===== src/rtl/alu_sequencer_pkg.sv =====
// Shared definitions for the ALU sequencer: opcodes (common with the ALU),
// FSM state encoding and instruction field positions.
package alu_sequencer_pkg;

  localparam logic [3:0] OP_NOP  = 4'h0;
  localparam logic [3:0] OP_ADD  = 4'h3;
  localparam logic [3:0] OP_DIV  = 4'h4;
  localparam logic [3:0] OP_SUB  = 4'h6;
  localparam logic [3:0] OP_MUL  = 4'h7;
  localparam logic [3:0] OP_HALT = 4'hF;

  localparam int OPC_MSB  = 15;
  localparam int OPC_LSB  = 12;
  localparam int SRCA_MSB = 11;
  localparam int SRCA_LSB = 8;
  localparam int SRCB_MSB = 7;
  localparam int SRCB_LSB = 4;
  localparam int DEST_MSB = 3;
  localparam int DEST_LSB = 0;

  typedef enum logic [3:0] {
    S_IDLE,
    S_IF,
    S_ID,
    S_RA,
    S_RB,
    S_EX,
    S_WB1,
    S_WB2,
    S_HALT
  } state_t;

endpackage


===== src/rtl/alu_sequencer_instr_decode.sv =====
// Combinational instruction splitter: extracts the four fields and classifies
// the opcode as valid, two-result (MUL/DIV), NOP or HALT.
module instr_decode
  import alu_sequencer_pkg::*;
(
  input  logic [15:0] instr,
  output logic [3:0]  opcode,
  output logic [3:0]  src_a,
  output logic [3:0]  src_b,
  output logic [3:0]  dest,
  output logic        is_valid,
  output logic        is_nop,
  output logic        is_two_result,
  output logic        is_halt
);

  assign opcode = instr[OPC_MSB:OPC_LSB];
  assign src_a  = instr[SRCA_MSB:SRCA_LSB];
  assign src_b  = instr[SRCB_MSB:SRCB_LSB];
  assign dest   = instr[DEST_MSB:DEST_LSB];

  always_comb begin
    is_valid      = 1'b0;
    is_nop        = 1'b0;
    is_two_result = 1'b0;
    is_halt       = 1'b0;
    case (opcode)
      OP_NOP: begin
        is_valid = 1'b1;
        is_nop   = 1'b1;
      end
      OP_ADD, OP_SUB: begin
        is_valid = 1'b1;
      end
      OP_MUL, OP_DIV: begin
        is_valid      = 1'b1;
        is_two_result = 1'b1;
      end
      OP_HALT: begin
        is_valid = 1'b1;
        is_halt  = 1'b1;
      end
      default: begin
        is_valid = 1'b0;
      end
    endcase
  end

endmodule


===== src/rtl/alu_sequencer.sv =====
// Fetch/decode/operand-load controller feeding the 8-bit ALU; reads two
// operands from data memory, issues one ALU op and writes the result(s) back.
module alu_sequencer
  import alu_sequencer_pkg::*;
#(
  parameter int PC_W = 8
) (
  input  logic            clk,
  input  logic            rst_n,
  input  logic            start,
  output logic            busy,
  output logic            done,
  output logic            err_illegal,
  output logic            err_div0,
  output logic [PC_W-1:0] im_addr,
  output logic            im_re,
  input  logic [15:0]     im_rdata,
  output logic [3:0]      dm_addr,
  output logic            dm_re,
  output logic            dm_we,
  output logic [7:0]      dm_wdata,
  input  logic [7:0]      dm_rdata,
  output logic [7:0]      alu_a,
  output logic [7:0]      alu_b,
  output logic [3:0]      alu_sel,
  input  logic [7:0]      alu_res1,
  input  logic [7:0]      alu_res2
);

  state_t          state;
  state_t          state_nxt;
  logic [PC_W-1:0] pc;
  logic [15:0]     instr_q;
  logic [7:0]      op_a;
  logic [7:0]      op_b;
  logic            err_illegal_q;
  logic            err_div0_q;
  logic            armed;

  logic [15:0]     cur_instr;
  logic [3:0]      dec_opcode;
  logic [3:0]      dec_src_a;
  logic [3:0]      dec_src_b;
  logic [3:0]      dec_dest;
  logic            dec_valid;
  logic            dec_nop;
  logic            dec_two_result;
  logic            dec_halt;
  logic            start_ok;
  logic            div_zero;

  // In ID the fresh memory word is decoded directly; afterwards the latched copy.
  assign cur_instr = (state == S_ID) ? im_rdata : instr_q;

  instr_decode u_decode (
    .instr         (cur_instr),
    .opcode        (dec_opcode),
    .src_a         (dec_src_a),
    .src_b         (dec_src_b),
    .dest          (dec_dest),
    .is_valid      (dec_valid),
    .is_nop        (dec_nop),
    .is_two_result (dec_two_result),
    .is_halt       (dec_halt)
  );

  // armed stays low for the first edge after reset so a coincident start is dropped.
  assign start_ok = start && armed && ((state == S_IDLE) || (state == S_HALT));
  assign div_zero = (dec_opcode == OP_DIV) && (dm_rdata == 8'h00);

  assign busy        = (state != S_IDLE) && (state != S_HALT);
  assign done        = (state == S_HALT);
  assign err_illegal = err_illegal_q;
  assign err_div0    = err_div0_q;
  assign alu_a       = op_a;
  assign alu_b       = op_b;

  always_ff @(posedge clk or negedge rst_n) begin
    if (!rst_n) begin
      state <= S_IDLE;
    end else begin
      state <= state_nxt;
    end
  end

  always_comb begin
    state_nxt = state;
    im_addr   = '0;
    im_re     = 1'b0;
    dm_addr   = 4'h0;
    dm_re     = 1'b0;
    dm_we     = 1'b0;
    dm_wdata  = 8'h00;
    alu_sel   = OP_NOP;
    case (state)
      S_IDLE, S_HALT: begin
        if (start_ok) begin
          state_nxt = S_IF;
        end
      end
      S_IF: begin
        im_addr   = pc;
        im_re     = 1'b1;
        state_nxt = S_ID;
      end
      S_ID: begin
        if (dec_halt) begin
          state_nxt = S_HALT;
        end else if (dec_nop || !dec_valid) begin
          state_nxt = S_IF;
        end else begin
          dm_addr   = dec_src_a;
          dm_re     = 1'b1;
          state_nxt = S_RA;
        end
      end
      S_RA: begin
        dm_addr   = dec_src_b;
        dm_re     = 1'b1;
        state_nxt = S_RB;
      end
      S_RB: begin
        state_nxt = div_zero ? S_IF : S_EX;
      end
      S_EX: begin
        alu_sel   = dec_opcode;
        state_nxt = S_WB1;
      end
      S_WB1: begin
        dm_addr   = dec_dest;
        dm_we     = 1'b1;
        dm_wdata  = alu_res1;
        state_nxt = dec_two_result ? S_WB2 : S_IF;
      end
      S_WB2: begin
        dm_addr   = dec_dest + 4'd1;
        dm_we     = 1'b1;
        dm_wdata  = alu_res2;
        state_nxt = S_IF;
      end
      default: begin
        state_nxt = S_IDLE;
      end
    endcase
  end

  always_ff @(posedge clk or negedge rst_n) begin
    if (!rst_n) begin
      pc            <= '0;
      instr_q       <= 16'h0000;
      op_a          <= 8'h00;
      op_b          <= 8'h00;
      err_illegal_q <= 1'b0;
      err_div0_q    <= 1'b0;
      armed         <= 1'b0;
    end else begin
      armed <= 1'b1;
      case (state)
        S_IDLE, S_HALT: begin
          if (start_ok) begin
            pc            <= '0;
            err_illegal_q <= 1'b0;
            err_div0_q    <= 1'b0;
          end
        end
        S_ID: begin
          instr_q <= im_rdata;
          pc      <= pc + PC_W'(1);
          if (!dec_valid) begin
            err_illegal_q <= 1'b1;
          end
        end
        S_RA: begin
          op_a <= dm_rdata;
        end
        S_RB: begin
          op_b <= dm_rdata;
          if (div_zero) begin
            err_div0_q <= 1'b1;
          end
        end
        default: begin
        end
      endcase
    end
  end

endmodule


===== config.mk =====
export PLATFORM = sky130hd
export DESIGN_NAME = alu_sequencer
export DESIGN_NICKNAME = d
export VERILOG_FILES = /design/src/rtl/alu_sequencer_pkg.sv /design/src/rtl/alu_sequencer_instr_decode.sv /design/src/rtl/alu_sequencer.sv
export SDC_FILE = /design/constraint.sdc
export NUM_CORES = 1
export LEC_CHECK = 0
export CORE_MARGIN = 3
export CORE_UTILIZATION = 41
export CTS_CLUSTER_SIZE = 28
export DETAILED_ROUTE_END_ITERATION = 12
export PLACE_DENSITY = 0.89
export RECOVER_POWER = 100
export SLEW_MARGIN = 5
export SYNTH_ARGS = -nofsm -noshare
export SYNTH_HDL_FRONTEND = slang
export SYNTH_HIERARCHICAL = 1
export SYNTH_SLANG_ARGS = --single-unit
export TNS_END_PERCENT = 100

===== constraint.sdc =====
create_clock -name clk -period 3.35 [get_ports clk]
set_input_delay 0.8375 -clock clk [delete_from_list [all_inputs] [get_ports clk]]
set_output_delay 0.8375 -clock clk [all_outputs]
set_load 0.01 [all_outputs]

==> out/results.txt <==
The flow ran to the end, but the final reports show violations. The checks that failed: max-capacitance violations, max-slew violations, negative setup slack. In the final layout, the multi-input gates occupy 1358 µm². Of the total synthesized cell area, the portion taken by XOR and XNOR cells is 1.392%. The initialized floorplan defines 27 standard-cell rows. The max capacitance violation total was 1; the clock-pin slew reported for the worst setup and hold paths after clock tree synthesis was 100 ps. The kind of critical path was reg2out. The number of instances in the synthesized netlist came out at 263. Counting flops with an async set or reset pin after synthesis yields a share of 100.0%. For this design the total switching power over the nets is 1405 µW. The flip-flop and latch count after synthesis was 47.

The number of global-route vias before repair came out at 2380. In this run, post-CTS hold repair placed 0 buffers. The die is 84.36 µm tall. The portion of the clock cycle consumed by the worst path in the final layout is 106.0%.

The fraction of power spent switching nets was 38.55%; the total number of H-tree levels was 2. The share of total power in the clock network is 11.9%, and the area of the die is 7117 µm². The completed layout was analyzed and its total power is 3645 µW. The logs give 0 for the residual DRC count and 3.093 mm for the total routed wire length on the met1 layer. The design internal power is 2240 µW, and the clock buffer count from CTS is 5. For the share of synthesized area occupied by flip-flops and latches, the log shows 46.72%. The main combinational cell family by area after synthesis was simple AND/OR/NAND/NOR gates.

The synthesized netlist contains 42 unique library cells. Dividing total power by cell area gives a power density of 902.4 nW/µm². Based on the critical path, the design can be clocked at up to 281.7 MHz. Setup repair after global routing could not meet its margin everywhere. Total core area: 5709 µm². The fraction of power consumed by combinational cells is 61.9%. Detailed placement finished with a half-perimeter wire length of 5.029 mm.

The tools report the worst relative slew slack as -10.34%. The max-slew violation count came out at 31. The initial antenna violation count is 0, and the average wire per cell in the routed design is 17.06 µm. The required arrival time at the worst endpoint was 2510 ps. Summing every instance area after synthesis gives 2517 µm². The routed design uses 4.102 mm of met2 wire.

Total met3 wirelength after detailed routing: 379 µm. Class of the tightest hold or removal check: reg2reg. The first-pass GRT wire length is 11.64 mm, and the synthesis warning total is 6. The pre-antenna-repair detailed-routing pass consisted of 4 iterations. Clock latency on the worst-skew pair, taken at its later pin, is 310 ps.

For the finished layout, the period the worst path requires is 3550 ps. Cells with a size suffix above 1 make up 28.19% of the layout. The tools report the part of the total power dissipated in sequential elements as 26.2%.

VDD sags by at most 0.5707 mV. Root buffer cell: clkbuf_8. The floorplan die width came out at 84.36 µm.

Kind of end point of the critical path: an output port. The vias after detailed routing came out at 2324. In this run the static leakage power is 0.001818 µW.

Entering global routing, the biggest net connects 31 pins. For this block, the initial DRC count from the detailed router was 139. The mean instance size in the synthesized netlist works out to 9.572 µm². For the signal arrival time at the worst endpoint, the log shows 2710 ps. TritonCTS built the clock tree.

Post-layout worst setup margin: -200.1 ps. Leaving out fill and tap cells, the most frequent cell in the layout is clkdlybuf4s50_1. The detailed router used layers up to and including met4. The total of buffers placed on input and output ports is 89. In the synthesized netlist the dominant register cell turns out to be dfrtp_1. Summing the areas of all compound-gate instances in the mapped netlist gives 7.952% of the synthesized area. The hold violation total from the final report came out at 0.

The mux cell area share after synthesis was 13.12%. The layout overhead on the synthesized area was 60.44%. The clock sink count was 47; the largest fanout on the critical path was 6.

Between clock sinks in the finished design, the worst skew comes to 12.45 ps. In this run the deepest clock path goes through 2 buffers. The final instance count without filler cells is 448, and the number of nets with antenna violations after detailed routing is 0. Leaving out fill and tap cells, the most frequent cells in the layout are 81 x clkdlybuf4s50_1, 47 x dfrtp_1, 44 x nand2_1, 31 x buf_4, 16 x mux2_2.

The worst setup path is launched from a flop. For this run the aggregate overflow at the end of global routing stands at 0. The synthesized design contains 0 enable-type register cells. The routability congestion estimate from global placement was 0.8232; the net count of the mapped netlist was 308. Setup total negative slack on the finished layout was measured at -821.5 ps. After Yosys synthesis, and, or, nand and nor cells account for 22.02% of the synthesized area.

The number of diodes added for antenna fixing is 0. At the end of the flow, the number of nets in the layout was 420. The filler cells instantiated in the layout total 390. After detailed placement, the design holds a cell count of 425.

The slew at the pin with the worst max-slew slack came out at 1655 ps. The initial utilization of the core area, before any placement, comes to 44.09%. The number of endpoints failing setup at the final stage was 5; the global router's overall resource usage was 20.35%.

Arithmetic-cell share of the synthesized area counting full adders, half adders and majority gates: 0.9940%. I/O pin total: 90. The sequential cells in the finished layout cover a total of 1176 µm². Vias per cell: 5.188.

The total wirelength of the detailed-routed design came out at 7.642 mm.
worst max-delay path: stages, from the launching register on:
cell and delay, ps:
dfrtp_1 420, or4b_4 640, nand2_2 130, nand2_4 70
buf_4 160, o22ai_2 160, a21oi_2 60, nor3b_4 160
and2_4 150, a221o_1 300, buf_2 150
layer usage:
metal | global-route usage [%] | up-vias
li1 | - | 1113
met2 | 36.01 | 66
met1 | 24.74 | 1137
met4 | 4.029 | 0
met5 | 0 | -
met3 | 5.986 | 8
power by group through the flow:
stage	Combinational (µW)	Clock, µW	Sequential (µW)
after floorplan	1000	0	976
after global routing	2410	460	987
after global placement	1680	0	933
final	2250	434	956
after CTS	1990	438	942
after detailed placement	1740	0	946
final cells by class:
cell class                      instances  share of cell area (%)
Clock buffer                            5                   1.704
Clock inverter                          3                   1.177
Inverter                                6                  0.6196
Multi-Input combinational cell        182                   33.61
Sequential cell                        47                   29.12
Tap cell                               72                   2.230
Timing Repair Buffer                  133                   31.54
state kept, by name (all words and copies together) (netlist names):
name,cells
alu_b,8
armed,1
state,4
alu_a,8
err_div0,1
err_illegal,1
pc,8
instr_q,16
path summary, 6_finish.rpt:
| path | start | to | slack [ps] | depth (start not counted) |
|---|---|---|---|---|
| max reg2reg | state[2] | state[2] | 830 | 11 |
| min | pc[7] | pc[7] | 480 | 1 |
| max | state[2] | dm_addr[1] | -200 | 10 |
| max in group asynchronous | rst_n | armed | 1230 | 2 |
| min in group asynchronous | rst_n | instr_q[2] | 930 | 1 |
| min reg2reg | pc[7] | pc[7] | 480 | 1 |
stage by stage:
stage | hold WS [ps] | utilization [%] | cell area [µm²] | setup WS (ps)
floorplan | 433.8 | - | 2522 | 66.79
global placement | 456.5 | 62.26 | 3555 | -463.4
detailed placement | 459.9 | 62.26 | 3555 | -517.0
CTS | 481.6 | 67.94 | 3879 | -62.71
global route | 500.4 | 70.74 | 4039 | -284.6
finish | 479.9 | 70.74 | 4039 | -200.1
synth_stat cells (3+ instances only):
cell type / instances / share of area [%]
a21oi_1: 6 / 1.2
and2_1: 13 / 3.2
buf_2: 4 / 0.80
buf_4: 16 / 4.8
clkbuf_1: 8 / 1.2
dfrtp_1: 47 / 47
inv_1: 5 / 0.75
mux2_2: 16 / 7.2
mux2i_1: 15 / 6.0
nand2_1: 58 / 8.6
nand3_1: 4 / 0.80
nor2_1: 13 / 1.9
nor3_1: 5 / 0.99
nor4_1: 3 / 0.75
o21ai_0: 10 / 2.0
xor2_1: 3 / 1.0
kinds of logic after synthesis:
kind of cell	after synthesis
xor+xnor	4
buf+inv	34
simple gates	113
mux	31
flops	47
fa+ha+maj	2
compound gates	31
other cells	1
timing repair:
item	4_1_cts	5_1_grt
setup buffers	9	5
setup endpoints to repair	5	15
pin swaps	13	14
gates cloned	1	0
resized for setup	55	26
Power figures use the tool's default switching activity.
==> RTL change 1, RTL diff (same settings) <==
Put one more register stage on the output `err_div0`. The value now appears one clock later. The other outputs are not delayed to match.
--- a/src/rtl/alu_sequencer.sv
+++ b/src/rtl/alu_sequencer.sv
@@ -71,7 +71,9 @@
   assign busy        = (state != S_IDLE) && (state != S_HALT);
   assign done        = (state == S_HALT);
   assign err_illegal = err_illegal_q;
-  assign err_div0    = err_div0_q;
+  always_ff @(posedge clk) begin
+    err_div0 <= err_div0_q;
+  end
   assign alu_a       = op_a;
   assign alu_b       = op_b;
 
Formal check against the unedited RTL: not equivalent (a bounded check fails within 10 cycles, from zero or initial values and one cycle with rst_n low).
==> RTL change 1 against the unedited design <==
- routed wire length down 10%
- combinational power down 16%
- worst setup slack better by 130 ps
- global-route usage down 1.1 points
- area after synthesis up 1.2%
- clock power down 21%
- power down 12%
- the flow still finishes with violations (capacitance limit, slew limit, setup timing)
- sequential cell count up 1
- cell area down 6.9%
==> RTL change 1: results (changes against the unedited design) <==
stage	metric	value	unit	change
routing	wl on met1	2.66	mm	-14%
cells_and_area	fraction of final layout cells sized beyond drive strength 1	27.5	%	-0.67 points
grt	GRT met2 Usage	35.0	%	-0.99 points
pwr	P_seq	948	µW	-0.8%
grt	pin count of the biggest net entering global routing	48		+55%
synthesis	Yosys cell types	46		+9.5%
job	maxcap violations	1		unchanged
pwr	Peak supply drop	0.425	mV	-26%
cells_and_area	Fillers	475		+22%
timing	final worst-path setup slack	-67.8	ps	+132 ps
setup_path	arrival time worst endpoint	2580	ps	-130 ps
cells_and_area	nets@finish	371		-12%
synthesis	top cells by area, synth	dfrtp_1 46%, mux2_2 14%, buf_4 5.0%		
cells_and_area	Util after Layout	63.1	%	-7.6 points
pwr	clock network power	344	µW	-21%
grt	first-pass GRT wire length	11.1	mm	-4.6%
timing	Final setup viols	4		-1
placement	# placed instances	388		-8.7%
placement	HPWL after DPL	4.91	mm	-2.4%
routing	post-DR wirelength/cell	17.1	µm	+0.23%
timing	TNS Setup	-119	ps	+703 ps
routing	initial DRC count	155		+12%
synthesis	ys async rst share	97.9	%	-2.1 points
setup_path	CP max-delay cell	dfrtp_1		
synthesis	synthesized instance count	223		-15%
grt	All-Layer GR Usage	19.3	%	-1.1 points
run_status	failing checks	capacitance limit, slew limit, setup timing		
placement	DP Worst Slack	-617	ps	-100 ps
grt	met3 Resource Use GR	5.15	%	-0.84 points
routing	WL met3	433	µm	+14%
setup_path	Largest stage delay, worst path	410	ps	-230 ps
run_status	outcome	finished, violations left		
pwr	Reg power frac	29.7	%	+3.5 points
synthesis	post-synthesis sequential area ratio	47.0	%	+0.24 points
placement	placed inst area	3540	µm²	-0.46%
timing	Pins Over Slew Limit	48		+55%
pwr	Internal	2.02	mW	-10%
routing	Post-Route WL	6.87	mm	-10%
grt	vias in the first global route	2218		-6.8%
-- RTL change 1: cell types whose count changed after synthesis, moves of 3 or more --
cell      delta
mux2_2      +16
buf_6        +3
nor2_1      -12
a21oi_1      -3
nand2_1     -49
clkbuf_1     -8
a22o_1       +8
nand4_1      +4
inv_1        +4
nand3_1      +4
mux2i_1     -10
-- RTL change 1: path summary, 6_finish.rpt --
| check | start | end | slack [ps] | depth (start not counted) |
|---|---|---|---|---|
| setup / recovery | state[2] | dm_addr[2] | -70 | 10 |
| hold / removal | err_div0_q | err_div0 | 400 | 0 |
| setup reg to reg | state[2] | state[1] | 990 | 10 |
| hold reg to reg | err_div0_q | err_div0 | 400 | 0 |
| max in group asynchronous | rst_n | alu_a[1] | 630 | 1 |
| min in group asynchronous | rst_n | instr_q[10] | 1300 | 1 |
-- RTL change 1: kinds of logic (layout without fill, tap and decap cells) --
kind of cell / after synthesis / in the layout / share of synthesized area [%]
and+or+nand+nor: 61 / 61 / 16.2
DFF: 48 / 48 / 47.0
muxes: 37 / 37 / 16.1
AOI/OAI and AO/OA: 36 / 36 / 9.92
buffers and inverters: 36 / 140 / 8.99
adders and majority gates: 2 / 2 / 0.982
xor gates and xnor gates: 2 / 2 / 0.688
other: 1 / 1 / 0.147
-- RTL change 1: final cells by class --
| cell class | count | share of cell area (%) |
|---|---|---|
| tap | 75 | 2.50 |
| clock buffer | 6 | 1.93 |
| inverter | 10 | 1.07 |
| sequential | 48 | 31.8 |
| timing repair buffer | 122 | 30.2 |
| clock inverter | 2 | 0.433 |
| multi-input combinational | 139 | 32.0 |
-- RTL change 1: what timing repair did --
action,CTS,global route
setup endpoints to repair,5,6
pin swaps,10,4
buffers inserted,6,0
resized for setup,40,2
==> RTL change 2, RTL diff (same settings) <==
Made on the original files. `PC_W`: 8 -> 10.
--- a/src/rtl/alu_sequencer.sv
+++ b/src/rtl/alu_sequencer.sv
@@ -3,7 +3,7 @@
 module alu_sequencer
   import alu_sequencer_pkg::*;
 #(
-  parameter int PC_W = 8
+  parameter int PC_W = 10
 ) (
   input  logic            clk,
   input  logic            rst_n,
Ports: changed (resized im_addr); port bits go from 90 to 92. The function was not compared with the original's and may differ.
==> RTL change 2 against the unedited design <==
- the flow finishes with violations (setup timing)
- first-iteration DRC count is 21% lower
- clock power grew 3%
- power is 7.9% lower
- routed wire length is 7.0% lower
- clock skew is 1.9 ps lower
- cell area fell by 2.9%
- area after synthesis rose by 6.5%
- synthesized cell count rose by 8.7%
- worst setup slack got worse by 34 ps
- die area up 6.0%
- global-route usage decreased by 1.2 points
- sequential cell count rose by 2
- via count increased by 2.7%
- largest power group unchanged
- highest routed layer unchanged
==> RTL change 2: results (changes against the unedited design) <==
stage	metric	value	unit	change
cts	PostCTS Resize Cnt	34		-38%
synthesis	synth cell count leaders	65 x nand2_1, 49 x dfrtp_1, 18 x buf_4		
cts	CTS max path bufs	2		unchanged
synthesis	synthesized instance count	286		+8.7%
cts	H-tree levels	2		unchanged
timing	worst rel slew slack	29.5	%	+40 points
cells_and_area	fraction of final layout cells sized beyond drive strength 1	21.6	%	-6.6 points
grt	pin count of the biggest net entering global routing	50		+61%
timing	final worst-path setup slack	-234	ps	-33.9 ps
routing	Met2 Wirelength	3.57	mm	-13%
cells_and_area	Fillers	455		+17%
routing	wl on met1	2.80	mm	-9.5%
placement	GPL Wtd Cong	0.844		+2.5%
cells_and_area	nets@finish	433		+3.1%
routing	initial DRC count	110		-21%
timing	TNS Setup	-841	ps	-19.1 ps
pwr	leakage power	1.79	nW	-1.6%
cells_and_area	Final Non-Filler Cells	464		+3.6%
routing	total number of vias	2386		+2.7%
cts	Post-CTS Setup Bufs	1		-8
run_status	failing checks	setup timing		
grt	vias in the first global route	2467		+3.7%
grt	All-Layer GR Usage	19.1	%	-1.2 points
cts	Worst-path clk slew	90	ps	
placement	HPWL after DPL	5.20	mm	+3.4%
synthesis	ys async rst share	100	%	unchanged
setup_path	critical path peak fanout	13		+7
setup_path	CP max-delay cell	or3b_4		
synthesis	post-synthesis sequential area ratio	45.8	%	-0.97 points
run_status	outcome	finished, violations left		
placement	DP Worst Slack	-637	ps	-120 ps
pwr	Internal	2.13	mW	-5.0%
setup_path	Largest stage delay, worst path	410	ps	-230 ps
routing	1st-pass router iterations	4		unchanged
min_path	Hold Path Class	reg2reg		
timing	clk_skew	10.6	ps	-1.88 ps
synthesis	Syn Nets	331		+7.5%
cts	Root Driver	clkbuf_8		
pwr	Peak supply drop	0.497	mV	-13%
placement	# placed instances	447		+5.2%
setup_path	arrival time worst endpoint	2750	ps	+40 ps
grt	first-pass GRT wire length	11.4	mm	-2.5%
placement	Port Buf Inserts	91		+2.2%
routing	post-DR wirelength/cell	15.3	µm	-10%
routing	WL met3	549	µm	+45%
synthesis	top cells by area, synth	dfrtp_1 46%, nand2_1 9.1%, mux2_2 7.1%		
synthesis	Yosys cell types	45		+7.1%
timing	Final setup viols	5		unchanged
## RTL change 2: final timing paths
check,slack [ps],end,cells past startpoint,start
setup / recovery,-230,dm_addr[2],12,state[3]
min in group asynchronous,700,alu_a[3],1,rst_n
hold / removal,480,pc[9],1,pc[9]
setup reg to reg,850,state[1],11,state[3]
max in group asynchronous,1990,instr_q[8],1,rst_n
hold reg to reg,480,pc[9],1,pc[9]
## RTL change 2: layout make-up
type | count | share of cell area [%]
clock inverter | 2 | 0.957
clock buffer | 6 | 2.11
tap | 75 | 2.39
sequential | 49 | 31.3
timing repair buffer | 123 | 29.3
inverter | 8 | 0.766
multi-input combinational | 201 | 33.2
## RTL change 2: per-layer routing
layer  GRT usage (%)  up-vias
li1                -     1155
met1            22.1     1129
met2            32.7       80
met3            6.05       22
met4            7.93        0
met5               0        -
## RTL change 2: power by group through the flow
stage | Combinational, mW | Clock (mW) | Sequential (mW)
finish | 1.91 | 0.448 | 0.996
global route | 2.07 | 0.467 | 1.04
CTS | 1.79 | 0.447 | 0.995
detailed placement | 1.74 | 0 | 0.998
global placement | 1.70 | 0 | 0.984
floorplan | 1.02 | 0 | 1.03
## RTL change 2: per-stage QoR
stage / cell area, µm² / power, mW
floorplan: 2700 / 2.05
global placement: 3690 / 2.68
detailed placement: 3690 / 2.74
CTS: 3830 / 3.23
global route: 3920 / 3.58
finish: 3920 / 3.36
## RTL change 2: logic make-up after synthesis
logic type,synth area share (%)
XOR/XNOR,0.981
AND/OR/NAND/NOR,25.2
flip-flops,45.8
adder cells (fa/ha/maj),0.934
other,0.140
multiplexers,11.3
AO/OA/AOI/OAI,7.94
buffers and inverters,7.84
## RTL change 2: worst max-delay path: cells and delay by family, from the launching register on
kind,cells,cell delay (ps)
compound gates,4,490
simple gates,5,1100
buf+inv,3,420
flops,1,400
